### config.mk
export PLATFORM = sky130hd
export DESIGN_NAME = id_fetch_arbiter
export DESIGN_NICKNAME = d
export VERILOG_FILES = /design/src/rtl/id_fetch_arbiter.sv
export SDC_FILE = /design/constraint.sdc
export NUM_CORES = 1
export LEC_CHECK = 0
export ABC_AREA = 1
export ABC_CLOCK_PERIOD_IN_PS = 2860
export CORE_AREA = 3 3 119 121
export DETAILED_ROUTE_END_ITERATION = 10
export DIE_AREA = 0 0 122 124
export HOLD_SLACK_MARGIN = 0.05
export PLACE_DENSITY = 0.59
export SYNTH_ARGS = -nofsm -noshare
export SYNTH_HDL_FRONTEND = slang
export SYNTH_SLANG_ARGS = --single-unit
### constraint.sdc
create_clock -name clk_i -period 2.86 [get_ports clk_i]
set_input_delay 0.858 -clock clk_i [delete_from_list [all_inputs] [get_ports clk_i]]
set_output_delay 0.858 -clock clk_i [all_outputs]
set_load 0.005 [all_outputs]
### src/rtl/id_fetch_arbiter.sv
// id_fetch_arbiter: shares the ID-stage fetch-entry register between the
// frontend fetch queue and an instruction-injection port. Injection wins by
// default and may hold the port for a whole sequence; a saturating
// starvation counter forces fetch through when it has waited too long.

package config_pkg;
    typedef struct packed {
        int unsigned FetchEntryW;  // 0 = use ariane_pkg::fetch_entry_t as-is
    } cva6_cfg_t;

    localparam cva6_cfg_t cva6_cfg_empty = '{FetchEntryW: 0};
endpackage

package ariane_pkg;
    typedef struct packed {
        logic [63:0] address;
        logic [31:0] instruction;
        logic        ex_valid;
        logic        bp_taken;
    } fetch_entry_t;
endpackage

module id_fetch_arbiter #(
    parameter config_pkg::cva6_cfg_t CVA6Cfg = config_pkg::cva6_cfg_empty,
    parameter int unsigned           MaxWait = 8
) (
    input  logic                                      clk_i,
    input  logic                                      rst_ni,
    input  logic                                      flush_i,
    input  logic [$bits(ariane_pkg::fetch_entry_t)-1:0] fetch_entry_i,
    input  logic                                      fetch_valid_i,
    output logic                                      fetch_ready_o,
    input  logic [$bits(ariane_pkg::fetch_entry_t)-1:0] inj_entry_i,
    input  logic                                      inj_valid_i,
    input  logic                                      inj_last_i,
    output logic                                      inj_ready_o,
    output logic [$bits(ariane_pkg::fetch_entry_t)-1:0] out_entry_o,
    output logic                                      out_valid_o,
    input  logic                                      out_ready_i,
    output logic                                      out_src_o,
    output logic                                      lock_o
);

    localparam int unsigned EntryW = $bits(ariane_pkg::fetch_entry_t);
    localparam int unsigned CntW   = (MaxWait > 0) ? $clog2(MaxWait + 1) : 1;
    localparam logic [CntW-1:0] MaxCnt = CntW'(MaxWait);

    localparam logic [0:0] StFree   = 1'b0;
    localparam logic [0:0] StLocked = 1'b1;

    localparam logic SrcFetch = 1'b0;
    localparam logic SrcInj   = 1'b1;

    // Elaboration-time guards on the configuration.
    if (MaxWait > 255) begin : g_bad_maxwait
        $error("id_fetch_arbiter: MaxWait must be in 0..255");
    end
    if (CVA6Cfg.FetchEntryW != 0 && CVA6Cfg.FetchEntryW != EntryW) begin : g_bad_cfg
        $error("id_fetch_arbiter: CVA6Cfg fetch entry width disagrees with fetch_entry_t");
    end

    logic [0:0]      state_d, state_q;
    logic [CntW-1:0] starve_d, starve_q;

    logic force_fetch;
    logic grant;
    logic xfer;
    logic fetch_xfer;
    logic inj_xfer;

    // Grant selection and output/ready muxing; valid never depends on out_ready_i.
    always_comb begin
        force_fetch = (MaxWait != 0) && (starve_q == MaxCnt) && (state_q == StFree);

        grant = SrcFetch;
        if (state_q == StLocked) begin
            grant = SrcInj;
        end else if (force_fetch && fetch_valid_i) begin
            grant = SrcFetch;
        end else if (inj_valid_i) begin
            grant = SrcInj;
        end

        out_src_o     = grant;
        out_entry_o   = (grant == SrcInj) ? inj_entry_i : fetch_entry_i;
        out_valid_o   = ((grant == SrcInj) ? inj_valid_i : fetch_valid_i) && !flush_i;
        fetch_ready_o = (grant == SrcFetch) && fetch_valid_i && out_ready_i && !flush_i;
        inj_ready_o   = (grant == SrcInj) && inj_valid_i && out_ready_i && !flush_i;
        lock_o        = (state_q == StLocked);

        xfer       = out_valid_o && out_ready_i;
        fetch_xfer = xfer && (grant == SrcFetch);
        inj_xfer   = xfer && (grant == SrcInj);
    end

    // Next-state for lock FSM and starvation counter; flush overrides everything.
    always_comb begin
        state_d  = state_q;
        starve_d = starve_q;

        if (flush_i) begin
            state_d  = StFree;
            starve_d = '0;
        end else begin
            // Any injection transfer ends the lock if it is the last entry and
            // starts/continues it otherwise, regardless of the current state.
            if (inj_xfer) begin
                state_d = inj_last_i ? StFree : StLocked;
            end

            if (fetch_xfer || !fetch_valid_i) begin
                starve_d = '0;
            end else if (starve_q != MaxCnt) begin
                starve_d = starve_q + 1'b1;
            end
        end
    end

    // State registers with asynchronous active-low reset.
    always_ff @(posedge clk_i or negedge rst_ni) begin
        if (!rst_ni) begin
            state_q  <= StFree;
            starve_q <= '0;
        end else begin
            state_q  <= state_d;
            starve_q <= starve_d;
        end
    end

endmodule

==> out/metrics.yaml, run 1 <==
clock_network:
  cts.path.max_buffers: 2
  clockRootBuffer: "clkbuf_16"
  clk_pin_slew_ns: 0.03
  insertion_delay_ns: 0.23
  clock-sinks: 5
  numCtsBuffers: 3
  h-tree-depth: 1
  ctsHoldBuffers: 0
  cts_tree: "built"
global_route:
  grt_pass1_vias: 3870
  antenna_found_initial: 1
  grt_overflow: 0
  grt-busiest-layer: "met2"
  grt_max_degree: 52
  grt_pass1_wl_um: 20500
  global_route.usage.met2_pct: 34.7
  grt_usage_pct: 17.3
  grt.met3_usage_pct: 4.81
  use_met1_pct: 17.5
min_path:
  hold_path_end: "starve_q[3]$_DFFE_PN0P_"
  hold_depth: 2
  hold_path_class: "reg2reg"
  hp-start: "starve_q[3]$_DFFE_PN0P_"
power_and_ir_drop:
  vdd.ir_drop.worst_uv: 150
  powerDensity_nw_per_um2: 230
  clkPwrFrac_pct: 16.5
  p_seq_share_pct: 5.5
  netSwitchingFraction_pct: 34.1
  p_sw_mw: 0.472
  leakage_nw: 3.10
  p_comb_share_pct: 78.0
  p_int_mw: 0.913
floorplanning:
  coreArea_sq_um: 13200
  ios: 306
  initial_utilization_pct: 13.5
  dieArea_sq_um: 15100
  die_x_um: 122
  die_y_um: 124
  rows: 42
timing:
  hold_violations: 0
  min_period_ns: 3.02
  rsz0062_at_grt: "yes"
  worstMarginPinSlew_ns: 0.240
  final.setup.worst_slack_ns: -0.163
  relSlewSlack_pct: 84.0
  finalSetupViolCount: 54
  slew_violations: 0
  fin_worst_skew_ns: 0.0000757
  fin_crit_sh_pct: 106
  fmax_mhz: 331
synthesis:
  yosysWarnings: 0
  synthesis.area_sq_um: 1780
  syn_avg_cell_area_sq_um: 4.75
  syn_inst: 374
  seq_area_frac_synth_pct: 7.04
  yosysUniqueCellTypes: 18
  synth_nets: 579
  ys_seq_elements: 5
drt:
  wl_per_cell_um: 17.4
  num_vias: 3830
  finalWirelength_um: 15600
  drt-vias-per-instance: 4.26
  drc: 0
  ant_nets: 0
  drt_first_pass_iters: 4
  drt_iter0_drc: 113
placed_design:
  gp_congestion: 0.764
  place_inst: 838
  dp.final_hpwl_um: 9770
  port_buffers: 305
critical_path:
  rrSetupSlack_ns: 0.80
  critPathKind: "in2out"
  path_cells: "buf_6 > nand4_1 > nand2_4 > nand2_8 > buf_6 > buf_6 > buf_12 > buf_12 > buf_6 > nand2_2 > nand2_1 > buf_2"
  slowest_stage: "nand2_4"
  critPathBufInv: 7
  start_kind: "input pin"
  crit_top_cell: "buf_6"
  worstPathRequired_ns: 2.00
  reg2reg_depth: 12
  path_delay_family: "buffers and inverters"
  end_kind: "output pin"
  max_stage_delay_ns: 0.17
  crit_fanout: 5
  timing.rr.end: "starve_q[2]$_DFFE_PN0P_"
  worstPathArrival_ns: 2.17
  rr_startpoint: "starve_q[1]$_DFFE_PN0P_"
final_layout:
  final_cells: 900
  layout-drive-gt1-share_pct: 31.6
  n_antenna_cell: 0
  fillers: 1306
  nNetsFinal: 930
  area_delta_synth_final_pct: 239
  final_util_pct: 45.7
job:
  drv_cap: 0
status:
  status: "finished, violations left"
  violations: "setup timing"
==> kinds of logic after synthesis <==
kind of cell | count (synthesis) | share of synthesized area, %
adders and majority gates | 2 | 1.41
DFF | 5 | 7.04
AOI/OAI and AO/OA | 3 | 1.34
buffers and inverters | 43 | 14.0
and+or+nand+nor | 318 | 74.7
xor gates and xnor gates | 3 | 1.48
==> tightest hold or removal path, cell delays in order, from the launching register on <==
cell     delay (ns)
dfrtp_1        0.38
xor2_1         0.09
nor2_1         0.10
==> power groups by stage <==
stage	Sequential [mW]	Combinational [mW]	Clock (mW)
6_report	0.0766	1.08	0.228
5_1_grt	0.0770	1.16	0.235
4_1_cts	0.0763	1.01	0.230
3_5_place_dp	0.0771	0.905	0
3_3_place_gp	0.0771	0.903	0
2_1_floorplan	0.0769	0.273	0
==> repair_timing <==
action,CTS,global route
pin swaps,19,19
gates resized for setup,312,142
setup buffers,23,20
gates cloned,14,9
endpoints found under the setup margin,102,100
==> synthesized netlist by cell type <==
master    number  share of area (%)
buf_1          1               0.21
buf_2          4                1.1
buf_4          2               0.84
buf_6         10                6.3
clkbuf_1      14                3.0
dfrtp_1        5                7.0
ha_1           2                1.4
inv_1         10                2.1
inv_2          2               0.42
nand2_1      204                 43
nand2_2        1               0.35
nand3_1      103                 29
nand4_1        1               0.35
nor2_1         9                1.9
o21ai_0        1               0.28
o21bai_1       1               0.42
o21bai_2       1               0.63
xor2_1         3                1.5
==> how the worst max path moves through the flow <==
stage	start	to	slack (ns)	cells past startpoint
6_report	fetch_valid_i	out_entry_o[11]	-0.16	12
5_1_grt	fetch_valid_i	out_entry_o[43]	-0.23	12
4_1_cts	fetch_valid_i	out_entry_o[90]	-0.28	9
3_5_place_dp	fetch_valid_i	out_entry_o[12]	-0.68	7
3_3_place_gp	fetch_valid_i	out_entry_o[12]	-0.66	7
2_1_floorplan	fetch_valid_i	out_entry_o[77]	0.43	6
==> cell type report <==
cell class,count,area [sq um],share of cell area (%)
clock buffer,4,78.8,1.31
multi-input combinational,326,1680,27.8
inverter,12,46.3,0.768
timing repair buffer,377,3880,64.4
tap,176,220,3.65
sequential,5,125,2.08
==> layout by cell type, fill, tap and decap left out, types with 2 or more instances in the layout <==
cell type,netlist,layout
nand3_1,103,92
buf_16,0,12
nand2_2,1,35
buf_12,0,17
dlymetal6s2s_1,0,8
dlygate4sd2_1,0,10
dfrtp_1,5,5
nand3_2,0,11
nand2_4,0,15
buf_4,2,22
inv_2,2,2
inv_1,10,9
buf_6,10,18
buf_2,4,39
clkbuf_16,0,10
clkdlybuf4s50_1,0,201
xor2_1,3,3
nand2_1,204,154
buf_8,0,5
nor2_1,9,8
clkbuf_2,0,37
==> state kept, by name, indices dropped and copies added (netlist names) <==
register / cells
starve_q: 4
lock_o: 1
==> through the flow <==
stage          cell area, sq um  setup slack (ns)  total power, mW  TNS [ns]  hold slack [ns]
2_1_floorplan              1780             0.429            0.350         0            0.541
3_3_place_gp               5040            -0.661            0.980    -55.64            0.603
3_5_place_dp               5040            -0.679            0.982    -57.90            0.587
4_1_cts                    5720            -0.282             1.32     -5.26            0.600
5_1_grt                    6030            -0.229             1.47     -8.57            0.656
6_report                   6030            -0.163             1.39     -3.83            0.612
==> per-layer routing <==
metal / routed length (um) / vias up
met5: 7 / -
met4: 330 / 2
met3: 1470 / 18
met2: 8550 / 209
met1: 5270 / 1703
li1: - / 1898
(Power assumes the default switching activity.)
==> run 2, diff against run 1 <==
--- a/config.mk
+++ b/config.mk
@@ -7,9 +7,9 @@
 export LEC_CHECK = 0
 export ABC_AREA = 1
 export ABC_CLOCK_PERIOD_IN_PS = 2860
-export CORE_AREA = 3 3 119 121
+export CORE_AREA = 2 2 118 120
 export DETAILED_ROUTE_END_ITERATION = 10
-export DIE_AREA = 0 0 122 124
+export DIE_AREA = 0 0 120 122
 export HOLD_SLACK_MARGIN = 0.05
 export PLACE_DENSITY = 0.59
 export SYNTH_ARGS = -nofsm -noshare
==> out/metrics.yaml, run 2 (synthesized netlist as in run 1, its figures left out) <==
placed_design:
  gp_congestion: 0.863  # +13%
  dp.final_hpwl_um: 9420  # -3.6%
  place_area_sq_um: 5130  # +1.8%
  port_buffers: 305  # unchanged
  place_ws_ns: -0.709  # -0.0302 ns
floorplanning:
  die_x_um: 120  # -1.6%
  initial_utilization_pct: 13.2  # -0.31 points
  dieArea_sq_um: 14600  # -3.2%
  ios: 306  # unchanged
  coreArea_sq_um: 13500  # +2.4%
  rows: 43  # +2.4%
  die_y_um: 122  # -1.6%
min_path:
  hold_path_class: "reg2reg"
global_route:
  grt_pass1_vias: 4106  # +6.1%
  grt_overflow: 0  # unchanged
  grt_pass1_wl_um: 21900  # +6.8%
  antenna_found_initial: 0  # -1
  grt_max_degree: 50  # -3.8%
  grt_usage_pct: 19.1  # +1.8 points
power_and_ir_drop:
  vdd.ir_drop.worst_uv: 119  # -21%
  finalPower_mw: 1.48  # +7.2%
  powerDensity_nw_per_um2: 230  # +0.10%
  leakage_nw: 3.18  # +2.5%
timing:
  worstMarginPinSlew_ns: 0.274  # +0.0333 ns
  rsz0062_at_grt: "yes"
  slew_violations: 0  # unchanged
  fin_crit_sh_pct: 107  # +0.90 points
  holdWs_ns: 0.607  # -0.00489 ns
  min_period_ns: 3.05  # +0.0258 ns
  hold_violations: 0  # unchanged
  finalSetupViolCount: 79  # +46%
  relSlewSlack_pct: 81.7  # -2.3 points
  final.setup.worst_slack_ns: -0.189  # -0.0258 ns
  fmax_mhz: 328  # -0.85%
  fin_worst_skew_ns: 0.000348  # +0.000272 ns
clock_network:
  cts.path.max_buffers: 2  # unchanged
  clock-sinks: 5  # unchanged
  insertion_delay_ns: 0.22  # about the same
  clockRootBuffer: "clkbuf_16"
  ctsHoldBuffers: 0  # unchanged
  clk_pin_slew_ns: 0.03  # about the same
  numCtsBuffers: 3  # unchanged
  h-tree-depth: 1  # unchanged
  cts_tree: "built"
final_layout:
  regArea_sq_um: 125  # unchanged
  layout_commonest_cell: "clkdlybuf4s50_1"
  area_delta_synth_final_pct: 263
  layout-drive-gt1-share_pct: 45.7  # +14 points
  multi_input_area_sq_um: 2010  # +20%
  final_cell_area_sq_um: 6450  # +7.1%
  fillers: 1281  # -1.9%
  most-common-layout-cells: "clkdlybuf4s50_1 (201), nand2_2 (94), nand3_1 (90)"
  largest_register: "starve_q"
  n_antenna_cell: 0  # unchanged
  final_util_pct: 47.8  # +2.1 points
  largest_register_ffs: 4  # unchanged
  nNetsFinal: 943  # +1.4%
drt:
  drc: 0  # unchanged
  finalWirelength_um: 15200  # -2.7%
  drt-vias-per-instance: 4.33  # +1.8%
  ant_nets: 0  # unchanged
  drt_first_pass_iters: 4  # unchanged
  num_vias: 3973  # +3.7%
  wl_per_cell_um: 16.6  # -4.5%
  drt_iter0_drc: 144  # +27%
critical_path:
  worstPathRequired_ns: 2.00  # about the same
  end_kind: "output pin"
  start_kind: "input pin"
  crit_fanout: 6  # +1
  worstPathArrival_ns: 2.19  # +0.02 ns
  critPathKind: "in2out"
status:
  status: "finished, violations left"
  violations: "setup timing"
job:
  drv_cap: 0  # unchanged
[run 2: layout make-up]
class / instances / area share, %
repair buffers: 389 / 61.5
flip-flops and latches: 5 / 1.94
inverters: 12 / 0.717
multi-input cells: 327 / 31.2
well taps: 180 / 3.49
clock buffers: 4 / 1.22
[run 2: through the flow]
step                      TNS (ns)  cells
after detailed placement    -61.84    850
after CTS                    -4.11    917
after floorplan                  0    374
after global placement      -60.55    850
final                        -6.55    917
after global routing        -12.18    917
[run 2: repair_timing]
action / 4_1_cts / 5_1_grt
gates resized for setup: 547 / 130
endpoints found under the setup margin: 102 / 100
buffers inserted: 48 / 11
endpoints found under the hold margin: 0 / 0
gates cloned: 19 / 0
pin swaps: 17 / 11
[run 2: routing by layer]
metal | track usage, % | routed length, um | share of wire (%)
met5 | 0 | 0 | 0
met4 | 6.32 | 381 | 2.5
met3 | 3.56 | 1270 | 8.3
met2 | 37.7 | 8210 | 54
met1 | 20.2 | 5330 | 35
[run 2: critical path: stages]
cell,delay (ns)
buf_6,0.07
nand4_1,0.14
nand2_4,0.11
buf_6,0.11
buf_6,0.12
nand2_8,0.07
buf_12,0.14
buf_8,0.12
buf_6,0.12
buf_6,0.11
nand2_2,0.05
nand2_2,0.04
buf_2,0.12
[run 2: path summary, 6_finish.rpt]
kind                            depth (start not counted)  slack (ns)                    start                 endpoint
worst max register to register                         13        0.71  starve_q[0]$_DFFE_PN0P_  starve_q[2]$_DFFE_PN0P_
worst max-delay path                                   13       -0.19            fetch_valid_i          out_entry_o[90]
max in group asynchronous                               1        1.83                   rst_ni  starve_q[1]$_DFFE_PN0P_
worst min-delay path                                    2        0.61  starve_q[3]$_DFFE_PN0P_  starve_q[3]$_DFFE_PN0P_
worst min register to register                          2        0.61  starve_q[3]$_DFFE_PN0P_  starve_q[3]$_DFFE_PN0P_
min in group asynchronous                               1        0.85                   rst_ni       lock_o$_DFFE_PN0P_
[run 2: report_power, final]
| group | leakage (nW) | switching (mW) | total [mW] | internal, mW |
|---|---|---|---|---|
| Combinational | 3.07 | 0.476 | 1.18 | 0.708 |
| Sequential | 0.0679 | 0.00257 | 0.0764 | 0.0738 |
| Clock | 0.0382 | 0.0405 | 0.225 | 0.184 |
| Total | 3.18 | 0.519 | 1.48 | 0.966 |
